## src/rtl/pixel_histogram_bin.sv

```systemverilog
// ---------------------------------------------------------------------------
// pixel_histogram_bin
//
// Purpose:
//   Builds a 16-bin histogram of one camera frame and streams the bins out
//   after the frame ends. The bin of a pixel is its top four bits. Each bin
//   counter saturates rather than wrapping. A frame that starts while the
//   previous histogram is still being drained is dropped as a whole.
//
// Ports:
//   clk           single clock for all logic
//   rst           synchronous, active-high reset
//   frame_valid   high for the whole frame
//   line_valid    high while pixel_data carries an active pixel
//   pixel_data    pixel value, PIX_W bits
//   hist_ready    downstream accepts the bin currently presented
//   hist_valid    hist_bin / hist_count / hist_last are valid
//   hist_bin      bin index 0..15
//   hist_count    pixel count of hist_bin, CNT_W bits
//   hist_last     high together with bin 15
//   hist_sat      sticky per frame: some bin saturated
//   frame_dropped one-cycle pulse when a frame start is ignored
// ---------------------------------------------------------------------------
module pixel_histogram_bin #(
    parameter int PIX_W = 10,
    parameter int CNT_W = 24
) (
    input  logic             clk,
    input  logic             rst,
    input  logic             frame_valid,
    input  logic             line_valid,
    input  logic [PIX_W-1:0] pixel_data,
    input  logic             hist_ready,
    output logic             hist_valid,
    output logic [3:0]       hist_bin,
    output logic [CNT_W-1:0] hist_count,
    output logic             hist_last,
    output logic             hist_sat,
    output logic             frame_dropped
);

    typedef enum logic [1:0] {
        WAIT_LOW = 2'd0,
        IDLE     = 2'd1,
        ACCUM    = 2'd2,
        DUMP     = 2'd3
    } state_t;

    localparam logic [CNT_W-1:0] CNT_MAX  = {CNT_W{1'b1}};
    localparam logic [CNT_W-1:0] CNT_ZERO = {CNT_W{1'b0}};
    localparam logic [CNT_W-1:0] CNT_ONE  = {{(CNT_W-1){1'b0}}, 1'b1};

    // Input stage (s1)
    logic             fv_q;
    logic             lv_q;
    logic [PIX_W-1:0] pix_q;
    logic             fv_prev_q;
    // Set once s1 holds a real sample taken after reset. Without it the
    // reset value of fv_q would look like "frame_valid low" and a frame
    // already in progress at reset release would be counted.
    logic             s1_vld_q;

    // Control and histogram state
    state_t           state_q, state_d;
    logic [3:0]       idx_q, idx_d;
    logic             drop_q, drop_d;
    logic [CNT_W-1:0] cnt_q [16];
    logic [CNT_W-1:0] cnt_d [16];

    // Registered outputs
    logic             hist_valid_q, hist_valid_d;
    logic [3:0]       hist_bin_q, hist_bin_d;
    logic [CNT_W-1:0] hist_count_q, hist_count_d;
    logic             hist_last_q, hist_last_d;
    logic             hist_sat_q, hist_sat_d;
    logic             frame_dropped_q, frame_dropped_d;

    // Decoded helpers
    logic             fv_rise_s;
    logic             accept_s;
    logic             count_en_s;
    logic [3:0]       pix_bin_s;
    logic [3:0]       idx_nxt_s;
    logic             unused_pix_s;

    assign fv_rise_s    = fv_q & ~fv_prev_q;
    assign accept_s     = hist_valid_q & hist_ready;
    assign pix_bin_s    = pix_q[PIX_W-1:PIX_W-4];
    assign idx_nxt_s    = idx_q + 4'd1;
    // Low pixel bits are registered with the rest of s1 but do not affect
    // the bin selection.
    assign unused_pix_s = ^pix_q[PIX_W-5:0];

    // Input stage register: samples the camera stream before any logic
    always_ff @(posedge clk) begin
        if (rst) begin
            fv_q      <= 1'b0;
            lv_q      <= 1'b0;
            pix_q     <= {PIX_W{1'b0}};
            fv_prev_q <= 1'b0;
            s1_vld_q  <= 1'b0;
        end else begin
            fv_q      <= frame_valid;
            lv_q      <= line_valid;
            pix_q     <= pixel_data;
            fv_prev_q <= fv_q;
            s1_vld_q  <= 1'b1;
        end
    end

    // Next-state, counter update and output-register next values
    always_comb begin
        state_d         = state_q;
        idx_d           = idx_q;
        drop_d          = drop_q;
        cnt_d           = cnt_q;
        hist_valid_d    = hist_valid_q;
        hist_bin_d      = hist_bin_q;
        hist_count_d    = hist_count_q;
        hist_last_d     = hist_last_q;
        hist_sat_d      = hist_sat_q;
        frame_dropped_d = 1'b0;
        count_en_s      = 1'b0;

        case (state_q)
            WAIT_LOW: begin
                if (s1_vld_q && !fv_q) begin
                    state_d = IDLE;
                end else begin
                    state_d = WAIT_LOW;
                end
            end

            IDLE: begin
                if (fv_rise_s) begin
                    state_d    = ACCUM;
                    hist_sat_d = 1'b0;
                    for (int i = 0; i < 16; i++) begin
                        cnt_d[i] = CNT_ZERO;
                    end
                    // A pixel on the very first frame cycle belongs to the frame.
                    count_en_s = lv_q;
                end else begin
                    state_d = IDLE;
                end
            end

            ACCUM: begin
                if (!fv_q) begin
                    // Falling edge: counters are final, present bin 0.
                    state_d      = DUMP;
                    idx_d        = 4'd0;
                    drop_d       = 1'b0;
                    hist_valid_d = 1'b1;
                    hist_bin_d   = 4'd0;
                    hist_count_d = cnt_q[0];
                    hist_last_d  = 1'b0;
                end else begin
                    count_en_s = lv_q;
                end
            end

            DUMP: begin
                if (fv_rise_s) begin
                    frame_dropped_d = 1'b1;
                    drop_d          = 1'b1;
                end else begin
                    frame_dropped_d = 1'b0;
                end
                if (accept_s) begin
                    cnt_d[idx_q] = CNT_ZERO;
                    if (idx_q == 4'd15) begin
                        hist_valid_d = 1'b0;
                        hist_bin_d   = 4'd0;
                        hist_count_d = CNT_ZERO;
                        hist_last_d  = 1'b0;
                        // A frame that began during the dump is skipped whole.
                        if (drop_q || fv_rise_s) begin
                            state_d = WAIT_LOW;
                        end else begin
                            state_d = IDLE;
                        end
                    end else begin
                        idx_d        = idx_nxt_s;
                        hist_bin_d   = idx_nxt_s;
                        hist_count_d = cnt_q[idx_nxt_s];
                        hist_last_d  = (idx_nxt_s == 4'd15);
                    end
                end else begin
                    idx_d = idx_q;
                end
            end

            default: begin
                state_d      = WAIT_LOW;
                hist_valid_d = 1'b0;
            end
        endcase

        // Saturating increment of the selected bin
        if (count_en_s) begin
            if (cnt_d[pix_bin_s] == CNT_MAX) begin
                hist_sat_d = 1'b1;
            end else begin
                cnt_d[pix_bin_s] = cnt_d[pix_bin_s] + CNT_ONE;
            end
        end else begin
            hist_sat_d = hist_sat_d;
        end
    end

    // State, counter and output registers
    always_ff @(posedge clk) begin
        if (rst) begin
            state_q         <= WAIT_LOW;
            idx_q           <= 4'd0;
            drop_q          <= 1'b0;
            for (int i = 0; i < 16; i++) begin
                cnt_q[i] <= CNT_ZERO;
            end
            hist_valid_q    <= 1'b0;
            hist_bin_q      <= 4'd0;
            hist_count_q    <= CNT_ZERO;
            hist_last_q     <= 1'b0;
            hist_sat_q      <= 1'b0;
            frame_dropped_q <= 1'b0;
        end else begin
            state_q         <= state_d;
            idx_q           <= idx_d;
            drop_q          <= drop_d;
            cnt_q           <= cnt_d;
            hist_valid_q    <= hist_valid_d;
            hist_bin_q      <= hist_bin_d;
            hist_count_q    <= hist_count_d;
            hist_last_q     <= hist_last_d;
            hist_sat_q      <= hist_sat_d;
            frame_dropped_q <= frame_dropped_d;
        end
    end

    assign hist_valid    = hist_valid_q;
    assign hist_bin      = hist_bin_q;
    assign hist_count    = hist_count_q;
    assign hist_last     = hist_last_q;
    assign hist_sat      = hist_sat_q;
    assign frame_dropped = frame_dropped_q;

endmodule

```

## config.mk

```make
export PLATFORM = sky130hd
export DESIGN_NAME = pixel_histogram_bin
export DESIGN_NICKNAME = d
export VERILOG_FILES = /design/src/rtl/pixel_histogram_bin.sv
export SDC_FILE = /design/constraint.sdc
export NUM_CORES = 1
export LEC_CHECK = 0
export ABC_AREA = 1
export CAP_MARGIN = 20
export CORE_ASPECT_RATIO = 0.7
export CORE_MARGIN = 4
export CORE_UTILIZATION = 31
export DETAILED_ROUTE_END_ITERATION = 10
export PLACE_DENSITY = 0.44
export SLEW_MARGIN = 10
export SYNTH_ARGS = -nofsm -noshare
export SYNTH_HDL_FRONTEND = slang
export SYNTH_SLANG_ARGS = --single-unit
```

## constraint.sdc

```tcl
create_clock -name clk -period 3.99 [get_ports clk]
set_input_delay 0.798 -clock clk [delete_from_list [all_inputs] [get_ports clk]]
set_output_delay 0.798 -clock clk [all_outputs]
set_load 0.02 [all_outputs]
```

# After elaboration in Yosys (flattened, before gate mapping)
# Index checks and enable logic that the tools add are counted.
[word_totals]
in_bits = 15
out_inout_bits = 32
wordCells = 123
ff_bits = 437
[classes]
muxes = 53
magnitude_cmp = 5
n_reduce_logical = 13
n_bitwise = 9
n_addsub = 2
n_eq_ne = 11
[ops]
columns = ["op", "n"]
rows = [
  ["$mux 384", 4],
  ["$pmux 384 s2", 1],
  ["$and 384x384->384", 1],
  ["$bwmux 384", 1],
  ["$not 384->384", 1],
  ["$mux 24", 9],
  ["$bmux 24 s4", 2],
  ["$demux 24 s4", 2],
  ["$pmux 24 s2", 1],
  ["$add 24x1->24 const B", 1],
  ["$eq 24x24->1 const B", 1],
  ["$mux 4", 5],
  ["$mux 1", 17],
  ["$pmux 4 s2", 2],
  ["$ge 5x5->1 const B", 3],
  ["$not 4->5", 3],
  ["$lt 5x1->1 const B", 2],
  ["$ne 2x2->1 const B", 5],
  ["$reduce_and 3->1", 3],
  ["$eq 4x4->1 const B", 2],
  ["$mux 2", 4],
  ["$pmux 1 s2", 4],
  ["$pmux 2 s4", 1],
  ["$reduce_and 4->1", 2],
  ["11 further kinds", 16],
]

# Logic depth before layout (Yosys ltp)
# Gate-level depths: netlist (run 1).
[logic_depth]
depth_word = 16
mapped_depth = 28
mapped_depth_nobuf = 25

# Worst setup path after synthesis (run 1)
# Ideal clock, no wire load.
[synth_path]
kind = "register -> register"
startpoint = "register idx_q[0]"
endpoint = "register cnt_q[36] (netlist name)"
required_time_ns = 3.877
period_less_slack_ns = 3.710
path_stages_with_launch = 29
t_arrival_ns = 3.597
slack_ns = 0.280
path_buffers = 5
setup_ns = 0.113
cell_sequence = "dfxtp_1 inv_1 clkbuf_1 clkbuf_1 ha_1 nand3_1 nand2_1 nand2_1 buf_4 nand2_1 nand2_1 nand2_1 nor2_1 nand2_1 nor2_1 nand2_1 inv_1 ha_1 nand3_1 nor2_1 nand2_2 nor2_2 nand4_4 buf_12 nand3_2 buf_2 nand2_1 nand2_1 nor2_1"
[synth_between]
elab_chain_cells = 16
word_cells_on_any_way = 18
classes_between = "1 x add/sub; 2 x order compare; 1 x eq/ne; 10 x mux; 3 x bitwise; 1 x reduce/logical"
[synth_lines]
columns = ["item", "line", "source"]
rows = [
  ["start, declared", "65", "logic [3:0] idx_q, idx_d;"],
  ["start signal, assigned", "229", "idx_q <= idx_d;"],
  ["$not 4->5 (not written as such) (*)", "171", "cnt_d[idx_q] = CNT_ZERO;"],
  ["$ge 5x5->1 (not written as such) or $lt 5x1->1 (tied branches)", "171", ""],
  ["$logic_and 1x1->1 (not written as such)", "171", ""],
  ["$mux 24 (not written as such)", "171", ""],
  ["$demux 24 s4 (*)", "171", ""],
  ["$not 384->384 (no line) (*)", "--", ""],
  ["$and 384x384->384 (no line) (*)", "--", ""],
  ["$mux 384 (*)", "170", "if (accept_s) begin"],
  ["$pmux 384 s2 (*)", "125", "case (state_q)"],
  ["$bmux 24 s4", "202, 205", ""],
  ["$mux 24 (not written as such) (2 in series)", "202, 205", ""],
  ["$add 24x1->24", "205", "cnt_d[pix_bin_s] = cnt_d[pix_bin_s] + CNT_ONE;"],
  ["$bwmux 384", "205", ""],
  ["$mux 384", "202", "if (cnt_d[pix_bin_s] == CNT_MAX) begin"],
  ["$mux 384 (*)", "201", "if (count_en_s) begin"],
  ["end signal, assigned", "231", "cnt_q <= cnt_d;"],
  ["end, declared", "67", "logic [CNT_W-1:0] cnt_q [16];"],
]
# Mark *: on every way between the ends. The rest lies on a longest branch, timed or not. The select of a mux whose other input is x is not followed.
# A chain may end at the register's enable or synchronous reset.

# Final worst setup path (run 1)
[layout_path]
startpoint = "register pix_q[6]"
endpoint = "register cnt_q[77] (netlist name)"
[layout_between]
elab_chain_cells = 8
word_cells_on_any_way = 14
classes_between = "1 x add/sub; 2 x order compare; 1 x eq/ne; 8 x mux; 1 x bitwise; 1 x reduce/logical"
[layout_lines]
columns = ["item", "line", "source"]
rows = [
  ["start, declared", "56", "logic [PIX_W-1:0] pix_q;"],
  ["start signal, assigned", "99", "pix_q <= {PIX_W{1'b0}};"],
  ["start signal, assigned", "105", "pix_q <= pixel_data;"],
  ["$not 4->5 (not written as such) (*)", "202, 205", ""],
  ["$bmux 24 s4 (tied with other cells)", "202, 205", ""],
  ["$mux 24 (not written as such) or $logic_and 1x1->1 (tied branches)", "202, 205", ""],
  ["$mux 24 (on tied branches)", "202, 205", ""],
  ["$add 24x1->24 or $demux 24 s4 (tied branches)", "205", ""],
  ["$bwmux 384", "205", ""],
  ["$mux 384 (*)", "202", ""],
  ["$mux 384 (*)", "201", ""],
]
# Marked as above.

==> run metrics, run 1 <==
status=finished, final reports clean; Min-Delay Path Class=flip-flop to flip-flop; Yosys cell types=between 40 and 50; worst skew pair latency=640 ps; layout cells sized above 1=roughly 18%; final hold vios=0; H-tree depth=2; period utilization=97.1%; Die ar.=roughly 96000 um2; Total GRT Usage=between 30% and 40%; core area=between 90000 and 100000 um2; Clock Sinks=roughly 430; Least-Margin Pin Slew=about 1100 ps; Critical Path Source=pix_q[6]; I/O Buffers=40; DIE HEIGHT=260 um; CTS clk-pin slew, worst paths=70 ps; Synth Warn #=0; sequential share of the synthesized area=30.6%; Chip Width=approximately 370 um; Syn Nets=4836; fin util=about 42%; post-route ant nets=0; final slew viol count=0; max cap viols=0; Pre-antenna DRT Iters=6; min-delay src=hist_bin[0]; via density per instance=between 5 and 6; #FFs+latches synth=431; leakage=approximately 18 nW; endpoints failing setup=0; GR Util met2=43.9%; final total power=0.0113 W; met3 usage in global routing=under 10%; GP Congestion=0.938; syn_area_per_cell=5.86 um2; clock buffer depth=3; worst reg2reg path startpoint=pix_q[6]; FILL cells=between 9k and 10k; CTS tree=built; Remaining DRCs=0; Final min period=3870 ps; CTS Buf Count=51; CP Launch Type=flip-flop; WP data arrival=4400 ps; vias in the first global route=roughly 30k; P&R area growth vs syn=34.3%; maximum vdd drop=308 uV; area occupied by multi-input gates=17000 um2; grt met1 use=46.7%; pre-CTS WS=-903 ps; Worst slew margin=roughly 29%; initial core utilization=a little under a third; Setup CP Type=flip-flop to flip-flop; Hold Slack=465 ps; detail-routed net length per standard cell=approximately 24 um; GR peak layer=met1; clock skew=28.6 ps; via count=33.8k; sequential cell area=about 8600 um2; first-pass GRT wire length=219000 um; Mapped Cells=4811; Fmax=0.258 GHz; Routed WL=around 150000 um; HPWL Detailed=between 100000 and 150000 um; I/O pins=47; worst-path maximum fanout=16; Worst EP required=4520 ps; Setup WS post-layout=115 ps; endpoint class of the critical path=flip-flop; initial antenna violation count=7; DRT iter0 DRCs=4217; fin nets=5290; PD cells=299 nW/um2; Cell Rows=92; Netlist Area Pre-Place=28200 um2; total grt overflow=0; largest net degree at the start of global routing=94; clock root cell=clkbuf_16
## cell usage after synthesis (all sizes together)
cell type,number,share of area (%)
a22oi,22,0.59
nand3b,1,0.027
clkinv,6,0.080
dfxtp,431,31
ha,10,0.44
and2,1,0.022
mux2i,1,0.035
o21a,1,0.027
o211ai,8,0.21
nor2,779,10
o22ai,19,0.42
o41ai,1,0.031
o221ai,68,2.1
o21bai,225,6.0
o31ai,1,0.027
xor2,9,0.31
clkbuf,174,2.3
nor2b,1,0.022
inv,434,5.8
nand3,141,3.0
a21oi,120,2.1
nand2,1744,23
o21ai,373,6.6
nand4,73,1.7
or2,1,0.022
xnor2,3,0.093
nor3,4,0.071
buf,160,3.5
## cell type report
cell class,instances,share of cell area (%)
Sequential cell,431,22.8
Clock inverter,13,0.476
Tap cell,1222,4.04
Antenna cell,2,0.0132
Inverter,440,4.39
Multi-Input combinational cell,3607,44.9
Timing Repair Buffer,734,19.0
Clock buffer,81,4.30
## cells in the final DEF, fill, tap and decap left out, types with 16 or more instances in the layout
cell	n
nor2_2	32
nor2_1	731
nand2_2	38
buf_6	17
nand3_4	18
nand2_4	17
buf_12	107
o21ai_1	24
a22oi_1	22
nor2_4	16
clkbuf_8	22
o22ai_1	19
nand3_1	112
a21oi_1	120
clkdlybuf4s50_1	38
nand2_1	1685
clkbuf_16	62
o21bai_1	223
dfxtp_1	426
o21ai_0	342
buf_4	558
o221ai_1	68
nand4_1	72
inv_1	420
## kinds of logic after synthesis
| kind of cell | Yosys count | share of synthesized area [%] |
|---|---|---|
| AND/OR/NAND/NOR | 2745 | 38.7 |
| AO/OA/AOI/OAI | 838 | 18.2 |
| XOR/XNOR | 12 | 0.399 |
| adder cells (fa/ha/maj) | 10 | 0.444 |
| multiplexers | 1 | 0.0355 |
| buffers and inverters | 774 | 11.7 |
| flip-flops | 431 | 30.6 |
## final timing paths
path	endpoint	slack, ps	depth (start not counted)
max	cnt_q[77]	120	23
min	hist_bin[0]	470	2
max reg2reg	cnt_q[77]	120	23
min reg2reg	hist_bin[0]	470	2
## report_power, final
group,total (W),leakage [nW],internal (W),switching (W)
clock,0.00524,0.903,0.00305,0.00220
sequential,0.00432,3.48,0.00431,0.0000123
combinational,0.00177,13.6,0.000648,0.00112
## registers in the layout, summed over array words and instances (netlist names), named ones only
register / count
cnt_q: 384
drop_q: 1
frame_dropped: 1
fv_prev_q: 1
fv_q: 1
hist_bin: 4
hist_count: 24
hist_last: 1
hist_sat: 1
hist_valid: 1
idx_q: 4
lv_q: 1
pix_q: 4
s1_vld_q: 1
state_q: 1
## routing by layer
metal / share of wire, % / wire, um
met5: 0.025 / 39
met4: 2.6 / 4050
met3: 11 / 17400
met2: 39 / 61000
met1: 47 / 72300
## worst max-delay path, cell delays in order (launching register included)
cell and delay, ps:
dfxtp_1 300, buf_4 170, nand2_1 400, buf_4 250, inv_2 70, buf_12 160
nand2_1 90, nand2_1 50, nor2_1 130, buf_4 140, nor2_1 40, nor2_2 300
nand3_4 120, nor2_4 160, nand2_2 100, nor2_4 130, nand4_4 170, buf_6 190
clkbuf_16 160, nand3_4 210, clkbuf_16 230, nand2_1 50, inv_1 40, nor2_1 30
## per-stage QoR
stage | std cells | TNS [ps] | area, um2
5_1_grt | 6528 | -199 | 37900
4_1_cts | 6482 | 0 | 36600
3_5_place_dp | 6383 | -269160 | 34700
6_report | 6530 | 0 | 37900
3_3_place_gp | 6383 | -262540 | 34700
2_1_floorplan | 4811 | 0 | 28200
## repair_timing
item	in CTS	in global routing
setup endpoints to repair	379	385
pin swaps	3	31
buffers inserted	4	34
resized for setup	13	183
cloned	1	13
hold buffers	0	0
Power figures use the tool's default switching activity.
==> run 2: changes to the inputs <==
- CORE_MARGIN: 4 -> not set
==> run metrics, run 2 (synthesized netlist as in run 1, its figures left out) <==
status=finished, final reports clean; Worst EP required=~4500 ps; layout cells sized above 1=15.9%; Die ar.=92200 um2; Min-Delay Path Class=flip-flop to flip-flop; P&R area growth vs syn=29.5%; fin nets=5219; Least-Margin Pin Slew=1450 ps; total grt overflow=0; period utilization=96.9%; clock root cell=clkbuf_16; maximum vdd drop=316 uV; most common cell after layout, fill and taps aside=nand2_1; max cap viols=0; PD cells=295 nW/um2; Pint=0.00755 W; GP Congestion=0.908; Remaining DRCs=0; fin util=40.6%; CP Launch Type=flip-flop; Chip Width=363 um; clock buffer depth=3; H-tree depth=2; CTS Buf Count=51; initial core utilization=31.3%; via density per instance=5.10; I/O pins=47; Post-CTS Hold Fix Bufs=0; clock network fraction of total power=~45%; Net Sw Frac=30.0%; diode count=0; Largest Register=cnt_q; largest net degree at the start of global routing=just under 200; Sequential Power Share=40.1%; CTS clk-pin slew, worst paths=60 ps; Fmax=0.259 GHz; endpoint class of the critical path=flip-flop; Final min period=3870 ps; core area=between 90000 and 100000 um2; I/O Buffers=40; first-pass GRT wire length=208000 um; Gate power share=approximately 15%; commonest non-fill, non-tap cells in the layout=nand2_1, nor2_1, buf_4, dfxtp_1, inv_1; Setup CP Type=flip-flop to flip-flop; max reg flops=between 300 and 400; worst-path maximum fanout=13; Routed WL=145000 um; detail-routed net length per standard cell=22.5 um; post-route ant nets=0; final slew viol count=0; CTS tree=built; Total GRT Usage=between 30% and 40%; worst skew pair latency=660 ps; HPWL Detailed=97100 um; Pre-antenna DRT Iters=6; DRT iter0 DRCs=3803; Worst slew margin=3.55%; initial antenna violation count=3; leakage=17.4 nW; pre-CTS WS=-677 ps; clock skew=38.5 ps; Hold Slack=about 470 ps; final hold vios=0; WP data arrival=4390 ps; Setup WS post-layout=122 ps; Clock Sinks=between 400 and 500; vias in the first global route=a little under 30k; via count=32.9k; endpoints failing setup=0; DIE HEIGHT=254 um; Cell Rows=92; sw power=0.00324 W
## run 2: cell types whose count changed in the layout (fill, tap and decap cells not counted), sizes merged
cell	delta
clkbuf	-8
buf	-65
bufinv	-4
diode	-2
clkinv	+1
## run 2: what timing repair did
action	CTS	global route
endpoints found under the setup margin	36	385
gates resized for setup	2	110
buffers inserted	0	11
cloned	0	5
pin swaps	0	20
## run 2: layer usage
| layer | global-route usage [%] | up-vias | routed length [um] |
|---|---|---|---|
| li1 | - | 15961 | - |
| met1 | 46.7 | 15186 | 69600 |
| met2 | 43.3 | 1543 | 56800 |
| met3 | 6.14 | 194 | 15300 |
| met4 | 7.37 | 2 | 3550 |
| met5 | 0 | - | 8 |
## run 2: stage by stage
stage	instance area [um2]	power, W	cells	setup TNS, ps
4_1_cts	35900	0.0108	6436	0
5_1_grt	36500	0.0111	6452	-86.7
3_5_place_dp	34300	0.00599	6347	-206720
2_1_floorplan	28200	0.00513	4811	0
6_report	36500	0.0108	6452	0
3_3_place_gp	34300	0.00600	6347	-199330
## run 2: layout make-up
class                           count  area, um2
Sequential cell                   431       8640
Timing Repair Buffer              663       6370
Fill cell                        9795      53500
Tap cell                         1222       1530
Clock buffer                       79       1540
Inverter                          440       1670
Multi-Input combinational cell   3607      16700
Clock inverter                     10       65.1
## run 2: final timing paths
path,start,endpoint,slack (ps),depth (start not counted)
worst max-delay path,flip-flop,cnt_q[36],120,26
worst min-delay path,hist_bin[3],hist_bin[3],470,2
worst max register to register,flip-flop,cnt_q[36],120,26
worst min register to register,hist_bin[3],hist_bin[3],470,2
## run 2: critical path, stage by stage, from the launching register on
cell	delay, ps
dfxtp_2	340
buf_6	110
ha_4	210
buf_6	130
inv_2	50
o21bai_2	200
nand2_4	210
buf_12	190
buf_6	170
buf_4	130
nand2_1	70
nand2_1	60
nand2_1	50
inv_1	40
nand2_1	50
nor2_1	130
nand2_2	120
nor2_2	150
nand2_1	140
inv_1	120
nand4_4	230
buf_12	240
nand3_4	190
buf_6	210
nand2_1	70
nand2_1	60
nor2_1	40
## run 2: power groups by stage
stage	sequential (W)	clock (W)	combinational (W)
floorplan	0.00442	0	0.000711
global placement	0.00442	0	0.00158
detailed placement	0.00442	0	0.00157
CTS	0.00432	0.00485	0.00158
global route	0.00432	0.00503	0.00175
finish	0.00433	0.00479	0.00166
